File: src/rtl/axis_pkt_rr_arbiter.sv
// rtl/axis_pkt_rr_arbiter.sv - packet-level round-robin AXI-Stream arbiter
//
// Merges NUM_OF_INGRESS_PORTS ingress streams onto one egress stream. A grant
// is held from the first beat of a packet to its tlast, so packets never
// interleave. Each egress beat carries its source port on m_tuser.
// Optional feature macro: AXIS_ARB_PKT_LIMIT_EN (per-packet beat limit with
// truncation and discard of the packet tail).
//
// Ports:
//   clk, rst_n             clock, asynchronous active-low reset
//   s_tvalid/s_tready      per-port ingress handshake (N bits)
//   s_tdata/s_tkeep        per-port ingress payload, port i at [i*W +: W]
//   s_tlast                per-port last beat
//   m_tvalid/m_tready      egress handshake
//   m_tdata/m_tkeep/m_tlast egress payload
//   m_tuser                source port index, upper bits zero
//   grant_vec              one-hot current grant, 0 while idle
//   pkt_cnt                per-port completed egress packet counters, 32 bits each
//   pkt_trunc              one-cycle pulse when a packet is truncated

module axis_pkt_rr_arbiter #(
   parameter int DATA_SIZE            = 32,
   parameter int USER_SIZE            = 16,
   parameter int NUM_OF_INGRESS_PORTS = 3,
   parameter int MAX_PKT_BEATS        = 1024
) (
   input  logic                                      clk,
   input  logic                                      rst_n,
   input  logic [NUM_OF_INGRESS_PORTS-1:0]           s_tvalid,
   output logic [NUM_OF_INGRESS_PORTS-1:0]           s_tready,
   input  logic [NUM_OF_INGRESS_PORTS*DATA_SIZE-1:0] s_tdata,
   input  logic [NUM_OF_INGRESS_PORTS*DATA_SIZE/8-1:0] s_tkeep,
   input  logic [NUM_OF_INGRESS_PORTS-1:0]           s_tlast,
   output logic                                      m_tvalid,
   input  logic                                      m_tready,
   output logic [DATA_SIZE-1:0]                      m_tdata,
   output logic [DATA_SIZE/8-1:0]                    m_tkeep,
   output logic                                      m_tlast,
   output logic [USER_SIZE-1:0]                      m_tuser,
   output logic [NUM_OF_INGRESS_PORTS-1:0]           grant_vec,
   output logic [NUM_OF_INGRESS_PORTS*32-1:0]        pkt_cnt,
   output logic                                      pkt_trunc
);

   localparam int N         = NUM_OF_INGRESS_PORTS;
   localparam int PORT_W    = $clog2(NUM_OF_INGRESS_PORTS);
   localparam int KEEP_SIZE = DATA_SIZE / 8;

   // Elaboration-time sanity check of the configuration.
   if (N < 2 || N > 16 || MAX_PKT_BEATS < 1 || USER_SIZE < PORT_W) begin : g_bad_params
      $error("axis_pkt_rr_arbiter: unsupported parameter combination");
   end

`ifdef AXIS_ARB_PKT_LIMIT_EN
   typedef enum logic [1:0] {IDLE, BUSY, DRAIN} state_t;
`else
   typedef enum logic [0:0] {IDLE, BUSY} state_t;
`endif

   state_t              state_q, state_d;
   logic [PORT_W-1:0]   rr_ptr_q;
   logic [PORT_W-1:0]   grant_idx_q;
   logic [PORT_W-1:0]   sel_idx;
   logic [PORT_W-1:0]   next_ptr;
   logic [PORT_W:0]     cand;
   logic                sel_found;
   logic                src_vld;
   logic                src_last;
   logic                out_ready;
   logic                beat_xfer;
   logic                trunc_hit;
   logic                pkt_end;
   logic [31:0]         cnt_q [N];

   assign src_vld   = s_tvalid[grant_idx_q];
   assign src_last  = s_tlast[grant_idx_q];
   // Output register can take a new beat when empty or draining this cycle.
   assign out_ready = !m_tvalid || m_tready;
   assign beat_xfer = (state_q == BUSY) && src_vld && out_ready;
   assign next_ptr  = (grant_idx_q == PORT_W'(N - 1)) ? '0 : grant_idx_q + PORT_W'(1);
   assign pkt_end   = (state_q != IDLE) && (state_d == IDLE);

   // Round-robin search starting at rr_ptr, wrapping modulo N (N need not be
   // a power of two, so the wrap is explicit).
   always_comb begin
      sel_found = 1'b0;
      sel_idx   = '0;
      cand      = '0;
      for (int k = 0; k < N; k++) begin
         cand = {1'b0, rr_ptr_q} + (PORT_W+1)'(k);
         if (cand >= (PORT_W+1)'(N)) begin
            cand = cand - (PORT_W+1)'(N);
         end
         if (!sel_found && s_tvalid[cand[PORT_W-1:0]]) begin
            sel_found = 1'b1;
            sel_idx   = cand[PORT_W-1:0];
         end
      end
   end

`ifdef AXIS_ARB_PKT_LIMIT_EN
   localparam int BEAT_W = $clog2(MAX_PKT_BEATS + 1);
   logic [BEAT_W-1:0] beat_cnt_q;

   // Last allowed beat arrives without tlast: forward it as the packet end.
   assign trunc_hit = beat_xfer && !src_last && (beat_cnt_q == BEAT_W'(MAX_PKT_BEATS - 1));

   always_ff @(posedge clk or negedge rst_n) begin
      if (!rst_n) begin
         beat_cnt_q <= '0;
         pkt_trunc  <= 1'b0;
      end else begin
         pkt_trunc <= trunc_hit;
         if (state_q == IDLE) begin
            beat_cnt_q <= '0;
         end else if (beat_xfer) begin
            beat_cnt_q <= beat_cnt_q + BEAT_W'(1);
         end
      end
   end
`else
   assign trunc_hit = 1'b0;
   assign pkt_trunc = 1'b0;
`endif

   always_comb begin
      s_tready = '0;
      if (state_q == BUSY) begin
         s_tready[grant_idx_q] = out_ready;
      end
`ifdef AXIS_ARB_PKT_LIMIT_EN
      else if (state_q == DRAIN) begin
         s_tready[grant_idx_q] = 1'b1;
      end
`endif
   end

   always_ff @(posedge clk or negedge rst_n) begin
      if (!rst_n) begin
         state_q <= IDLE;
      end else begin
         state_q <= state_d;
      end
   end

   always_comb begin
      state_d = state_q;
      case (state_q)
         IDLE: begin
            if (sel_found) begin
               state_d = BUSY;
            end
         end
         BUSY: begin
            if (beat_xfer && src_last) begin
               state_d = IDLE;
            end
`ifdef AXIS_ARB_PKT_LIMIT_EN
            else if (trunc_hit) begin
               state_d = DRAIN;
            end
         end
         DRAIN: begin
            // Tail beats are swallowed until the real tlast.
            if (src_vld && src_last) begin
               state_d = IDLE;
            end
`endif
         end
         default: state_d = IDLE;
      endcase
   end

   always_ff @(posedge clk or negedge rst_n) begin
      if (!rst_n) begin
         rr_ptr_q    <= '0;
         grant_idx_q <= '0;
         grant_vec   <= '0;
      end else if (state_q == IDLE && sel_found) begin
         grant_idx_q <= sel_idx;
         grant_vec   <= N'(1) << sel_idx;
      end else if (pkt_end) begin
         grant_vec <= '0;
         rr_ptr_q  <= next_ptr;
      end
   end

   always_ff @(posedge clk or negedge rst_n) begin
      if (!rst_n) begin
         m_tvalid <= 1'b0;
         m_tdata  <= '0;
         m_tkeep  <= '0;
         m_tlast  <= 1'b0;
         m_tuser  <= '0;
      end else if (beat_xfer) begin
         m_tvalid <= 1'b1;
         m_tdata  <= s_tdata[grant_idx_q*DATA_SIZE +: DATA_SIZE];
         m_tkeep  <= s_tkeep[grant_idx_q*KEEP_SIZE +: KEEP_SIZE];
         m_tlast  <= src_last || trunc_hit;
         m_tuser  <= USER_SIZE'(grant_idx_q);
      end else if (m_tready) begin
         m_tvalid <= 1'b0;
      end
   end

   // Packets are counted as they leave, attributed via the tag on m_tuser.
   always_ff @(posedge clk or negedge rst_n) begin
      if (!rst_n) begin
         for (int i = 0; i < N; i++) begin
            cnt_q[i] <= '0;
         end
      end else if (m_tvalid && m_tready && m_tlast) begin
         for (int i = 0; i < N; i++) begin
            if (m_tuser[PORT_W-1:0] == PORT_W'(i)) begin
               cnt_q[i] <= cnt_q[i] + 32'd1;
            end
         end
      end
   end

   for (genvar i = 0; i < N; i++) begin : g_cnt
      assign pkt_cnt[i*32 +: 32] = cnt_q[i];
   end

endmodule

File: config.mk
export PLATFORM = sky130hd
export DESIGN_NAME = axis_pkt_rr_arbiter
export DESIGN_NICKNAME = d
export VERILOG_FILES = /design/src/rtl/axis_pkt_rr_arbiter.sv
export SDC_FILE = /design/constraint.sdc
export NUM_CORES = 1
export LEC_CHECK = 0
export BUFFER_PORTS_ARGS = -buffer_cell sky130_fd_sc_hd__clkbuf_2
export CAP_MARGIN = 20
export CELL_PAD_IN_SITES_DETAIL_PLACEMENT = 1
export CELL_PAD_IN_SITES_GLOBAL_PLACEMENT = 2
export CORE_MARGIN = 2
export CORE_UTILIZATION = 31
export DETAILED_ROUTE_END_ITERATION = 16
export PLACE_DENSITY_LB_ADDON = 0.1
export SETUP_SLACK_MARGIN = 0.1
export SLEW_MARGIN = 10
export SYNTH_ARGS = -nofsm -noshare
export SYNTH_HDL_FRONTEND = slang
export SYNTH_SLANG_ARGS = --single-unit
File: constraint.sdc
create_clock -name clk -period 4.6 [get_ports clk]
set_clock_uncertainty 0.1 [all_clocks]
set_input_delay 0.23 -clock clk [delete_from_list [all_inputs] [get_ports clk]]
set_output_delay 0.23 -clock clk [all_outputs]
set_load 0.02 [all_outputs]
== Word-level counts from Yosys, hierarchy flattened ==
Index checks and enable logic that the tools add are counted.
Storage, ports and cells
  bits of input ports: 117
  flip-flop bits (word level): 144
  output and inout port bits: 157
  logic and storage cells: 90
Cells by class
  $lt $le $gt $ge: 8
  $add $sub $neg: 9
  shift-type cells: 3
  bitwise logic cells: 4
  equality and inequality tests: 3
  reductions and logical operators: 21
  multiplexer cells: 30
Operators by type and width (count)
  adder 32 x 1 -> 32 bit (second input constant): 3
  indexed part select 96 x 8 -> 32 bit: 1
  2-to-1 mux 2 bit: 7
  2-to-1 mux 1 bit: 13
  less-than comparator 2 x 3 -> 1 bit (second input constant): 4
  indexed part select 12 x 5 -> 4 bit: 1
  binary-select mux 1 bit (select 2 bit): 5
  logical AND 1 bit: 10
  2-to-1 mux 3 bit: 3
  AND reduction 2 bit: 4
  greater-or-equal comparator 3 x 2 -> 1 bit (second input constant): 2
  subtractor 2 bit (second input constant): 3
  equality test 2 bit (second input constant): 2
  nonzero test 2 bit: 2
  adder 2 x 1 -> 3 bit (second input constant): 1
  adder 2 x 2 -> 3 bit (second input constant): 1
  bitwise AND 3 bit: 1
  zero test 1 bit: 3
  NOT 1 bit: 3
  left shift 1 x 2 -> 3 bit (first input constant): 1
  adder 2 x 1 -> 2 bit (second input constant): 1
  demux 1 bit (select 2 bit): 1
  equality test 2 x 1 -> 1 bit (second input constant): 1
  greater-or-equal comparator 2 x 1 -> 1 bit (second input constant): 1
  other kinds (4): 4

== Depth between registers and ports, before layout ==
  depth in word-level cells: 17
  mapped depth: 8
  depth with buffers taken out: 7

== Worst setup path after synthesis ==
Ideal clock, no wire load.
  path type: register -> register
  start: reg rr_ptr_q[0]
  end: reg grant_vec[0]
  stages on the path, launching flop included: 9
  required time: 4.379 ns
  clock period less this slack: 2.014 ns
  arrival time: 1.793 ns
  setup time: 0.121 ns
  path slack: 2.586 ns
  cells stage by stage: dfrtp_1 > inv_1 > ha_1 > buf_2 > a22o_1 > a211o_1 > a22oi_2 > nor3_1 > a22o_1
On the way
  word-level cells in the longest chain between the ends: 16
  elaborated cells on any way between the ends: 35
RTL lines
  start: declaration: line 61  | logic [PORT_W-1:0] rr_ptr_q;
  start signal: assignment: line 184  | rr_ptr_q <= next_ptr;
  branches (longest 16 deep; another with adder 2 x 1 -> 3 bit)
  end signal: assignment: line 181  | grant_vec <= N'(1) << sel_idx;
  end: declaration: line 40  | output logic [NUM_OF_INGRESS_PORTS-1:0] grant_vec,
Several ways; the timed one is not identified. The select of a mux whose other input is x is not followed.
A chain may end at the register's enable or synchronous reset.

== Worst setup path after layout ==
  start: reg grant_idx_q[0]
  end: out s_tready[1]
On the way
  word-level cells in the longest chain between the ends: 6
  elaborated cells on any way between the ends: 7
RTL lines
  start: declaration: line 62  | logic [PORT_W-1:0] grant_idx_q;
  start signal: assignment: line 180  | grant_idx_q <= sel_idx;
  less-than comparator 2 x 3 -> 1 bit (implied by the code) or greater-or-equal comparator 2 x 1 -> 1 bit (tied branches): line 129  | s_tready[grant_idx_q] = out_ready;
  logical AND 1 bit (implied by the code): line 129
  2-to-1 mux 1 bit (implied by the code): line 129
  demux 1 bit (select 2 bit) (*): line 129
  bitwise AND 3 bit (no line) (*)
  2-to-1 mux 3 bit (*): line 128  | if (state_q == BUSY) begin
  end: declaration: line 30  | output logic [NUM_OF_INGRESS_PORTS-1:0] s_tready,
Mark *: on every way between the ends. The rest lies on a longest branch, timed or not.

==> impl_metrics.env <==
export IMPL_syn_cell_area_um2=7150
export IMPL_finalCriticalPeriod_ns=2.53
export IMPL_rows=55
export IMPL_finalNonFillerCells=1276
export IMPL_numPortBuffers=258
export IMPL_start_kind="register"
export IMPL_ys_types=49
export IMPL_hp_class="primary input to register"
export IMPL_synth_top_cell_by_area="dfrtp_1"
export IMPL_p_int_mw=3.06
export IMPL_whs_path_depth=3
export IMPL_cts_buffers=17
export IMPL_critPathMaxFanout=40
export IMPL_slew_headroom_pct=47.4
export IMPL_grt_max_degree=83
export IMPL_rsz0062_at_grt="false"
export IMPL_hold_end="m_tdata[1]"
export IMPL_min_period_over_period_pct=55.1
export IMPL_synthArstFlopShare_pct=100
export IMPL_pre_cts_slack_ns=2.09
export IMPL_die_x_um=156
export IMPL_dp_cells=1233
export IMPL_worstReg2RegStart="grant_idx_q[0]"
export IMPL_wl_um=21000
export IMPL_fin_nets=1101
export IMPL_ys_flop_type="dfrtp_1"
export IMPL_ys_warn_count=0
export IMPL_die_h_um=156
export IMPL_max_stage_delay_ns=0.55
export IMPL_power_per_cell_area_nw_per_um2=525
export IMPL_crit_slowest_cell="nor2b_2"
export IMPL_timing_final_ws_setup_ns=2.07
export IMPL_htreeDepth=4
export IMPL_synth_cells=712
export IMPL_synth_edff_count=0
export IMPL_setup_viol=0
export IMPL_synth_most_common_cell="dfrtp_1"
export IMPL_arrival_ns=2.20
export IMPL_worstHoldStart="s_tdata[33]"
export IMPL_seq_area_frac_synth_pct=50.4
export IMPL_cp_required_ns=4.27
export IMPL_synth_top_area_share_pct=50.4
export IMPL_end_kind="primary output"
export IMPL_final_antenna_net_count=0
export IMPL_r2r_end="grant_vec[0]"
export IMPL_dieArea_um2=24300
export IMPL_worst_setup_path_startpoint="grant_idx_q[0]"
export IMPL_max_freq_ghz=0.395
export IMPL_crit_path_cell_trace="buf_4 > nor2b_2 > and3_1 > clkbuf_2"
export IMPL_start_util_pct=31.6
export IMPL_path_class="register to primary output"
export IMPL_track_usage_pct=18.0
export IMPL_drt_first_pass_iters=4
export IMPL_root_buffer="clkbuf_16"
export IMPL_status="complete, no violations"
export IMPL_clk_path_buf_depth=2
export IMPL_switchingPower_mw=1.89
export IMPL_dp_final_hpwl_um=16000
export IMPL_initialDrtViolationCount=198
export IMPL_power_frac_seq_pct=34.4
export IMPL_place_congestion=0.765
export IMPL_antenna_found_initial=0
export IMPL_r2r_slack_ns=2.13
export IMPL_synth_seq_cells=144
export IMPL_clk_pin_slew_ns=0.06
export IMPL_clk_latency_ns=0.42
export IMPL_wl_per_cell_um=16.5
export IMPL_grt_overflow=0
export IMPL_maxCapViolCount=0
export IMPL_cts_tree="built"
export IMPL_vias=6034
export IMPL_r2r_cells=6
export IMPL_p_clk_share_pct=30.5
export IMPL_synth_top_cells_by_count="dfrtp_1, nor2_1, a21oi_1"
export IMPL_swShare_pct=38.2
export IMPL_core_um2=22600
export IMPL_routed_via_density=4.73
export IMPL_fillers=2639
export IMPL_drive_gt1_share_pct=31.8
export IMPL_slew_violations=0
export IMPL_avgSynthCellArea_um2=10.0
export IMPL_grt_pass1_vias=6384
export IMPL_p_leak_nw=4.67
export IMPL_grt_pass1_wl_um=34500
export IMPL_drc=0
export IMPL_fin_setup_tns_ns=0
export IMPL_area_growth_syn_to_layout_pct=31.7
export IMPL_finalHoldViolCount=0
export IMPL_antenna_cells=0
export IMPL_ios=274
export IMPL_pwr_share_comb_pct=35.1
export IMPL_peakVddDrop_uv=215
export IMPL_post_cts_setup_buffers=0
export IMPL_synth_area_top_cells="dfrtp_1, xnor2_1, mux2i_1"
export IMPL_worstMarginPinSlew_ns=0.789
export IMPL_cts_sinks=144
[worst max-delay path: cells and delay by family, from the launching register on]
family	cells	cell delay, ns
buf+inv	2	0.58
simple gates	2	0.81
flops	1	0.38
[cell usage in the layout, fill, tap and decap left out, drive strengths merged, types with 2 or more instances in the layout]
| cell type | instances |
|---|---|
| ha | 6 |
| and4 | 8 |
| clkinvlp | 3 |
| nand4 | 25 |
| buf | 7 |
| nand2b | 4 |
| and2 | 13 |
| mux2 | 7 |
| inv | 15 |
| nor4 | 3 |
| xnor2 | 69 |
| clkbuf | 275 |
| nor2b | 3 |
| nor2 | 101 |
| nand3 | 43 |
| xor2 | 24 |
| dfrtp | 144 |
| conb | 15 |
| dlygate4sd3 | 11 |
| a21oi | 73 |
| nand2 | 44 |
| a22o | 2 |
| mux2i | 39 |
| nor3 | 6 |
| a21o | 2 |
| and3b | 3 |
| and3 | 20 |
| bufinv | 4 |
| o21ai | 5 |
| nand3b | 3 |
[routing by layer]
metal | vias up | global-route usage, % | share of wire (%)
li1 | 2938 | - | -
met5 | - | 0 | 0
met3 | 16 | 6.67 | 8.0
met1 | 2899 | 22.6 | 44
met2 | 181 | 29.4 | 47
met4 | 0 | 4.41 | 1.2
[how the worst max path moves through the flow]
stage | end | slack, ns
floorplan | grant_vec[0] | 2.59
global placement | grant_vec[0] | 2.13
detailed placement | grant_vec[0] | 2.09
CTS | s_tready[1] | 2.00
global route | s_tready[1] | 1.86
finish | s_tready[1] | 2.07
[sequential cells by signal, indices dropped and copies added, names as in the netlist]
| register | count |
|---|---|
| m_tvalid | 1 |
| grant_vec | 3 |
| grant_idx_q | 2 |
| pkt_cnt | 96 |
| m_tdata | 32 |
| m_tuser | 2 |
| m_tlast | 1 |
| state_q | 1 |
| m_tkeep | 4 |
| rr_ptr_q | 2 |
[layout make-up]
class                      count  area [um2]  area share [%]
sequential                   144        3600            38.3
multi-input combinational    531        3330            35.4
timing repair buffer         275        1450            15.4
clock buffer                  18         439            4.66
tap                          285         357            3.79
clock inverter                14         200            2.13
inverter                       9        33.8           0.359
[power by group through the flow]
stage	combinational (mW)	sequential [mW]	clock (mW)
after floorplan	0.941	1.94	0
after global placement	1.76	1.72	0
after detailed placement	1.77	1.72	0
after CTS	1.77	1.71	1.55
after global routing	1.95	1.74	1.61
final	1.73	1.70	1.51
[kinds of logic (layout without fill, tap and decap cells)]
| kind of cell | Yosys count | count (layout) | share of synthesized area [%] |
|---|---|---|---|
| compound gates | 89 | 89 | 6.75 |
| xor+xnor | 93 | 93 | 11.4 |
| flops | 144 | 144 | 50.4 |
| mux | 46 | 46 | 6.56 |
| simple gates | 282 | 282 | 20.0 |
| other cells | 1 | 15 | 0.0524 |
| buf+inv | 51 | 316 | 3.80 |
| fa+ha+maj | 6 | 6 | 1.05 |
[stage by stage]
stage	hold WS, ns	utilization (%)	power [mW]	cell area, um2
after floorplan	-0.166	-	2.88	7200
after global placement	0.244	38.3	3.48	8670
after detailed placement	0.247	38.3	3.49	8670
after CTS	0.0000709	41.6	5.03	9420
after global routing	0.00218	41.6	5.30	9420
final	0.0117	41.6	4.94	9420
[timing repair]
item / in CTS / in global routing
hold buffers: 11 / 0
endpoints found under the hold margin: 90 / 0
resized for setup: 0 / 0
No activity file was read; power rests on OpenSTA's default activity.
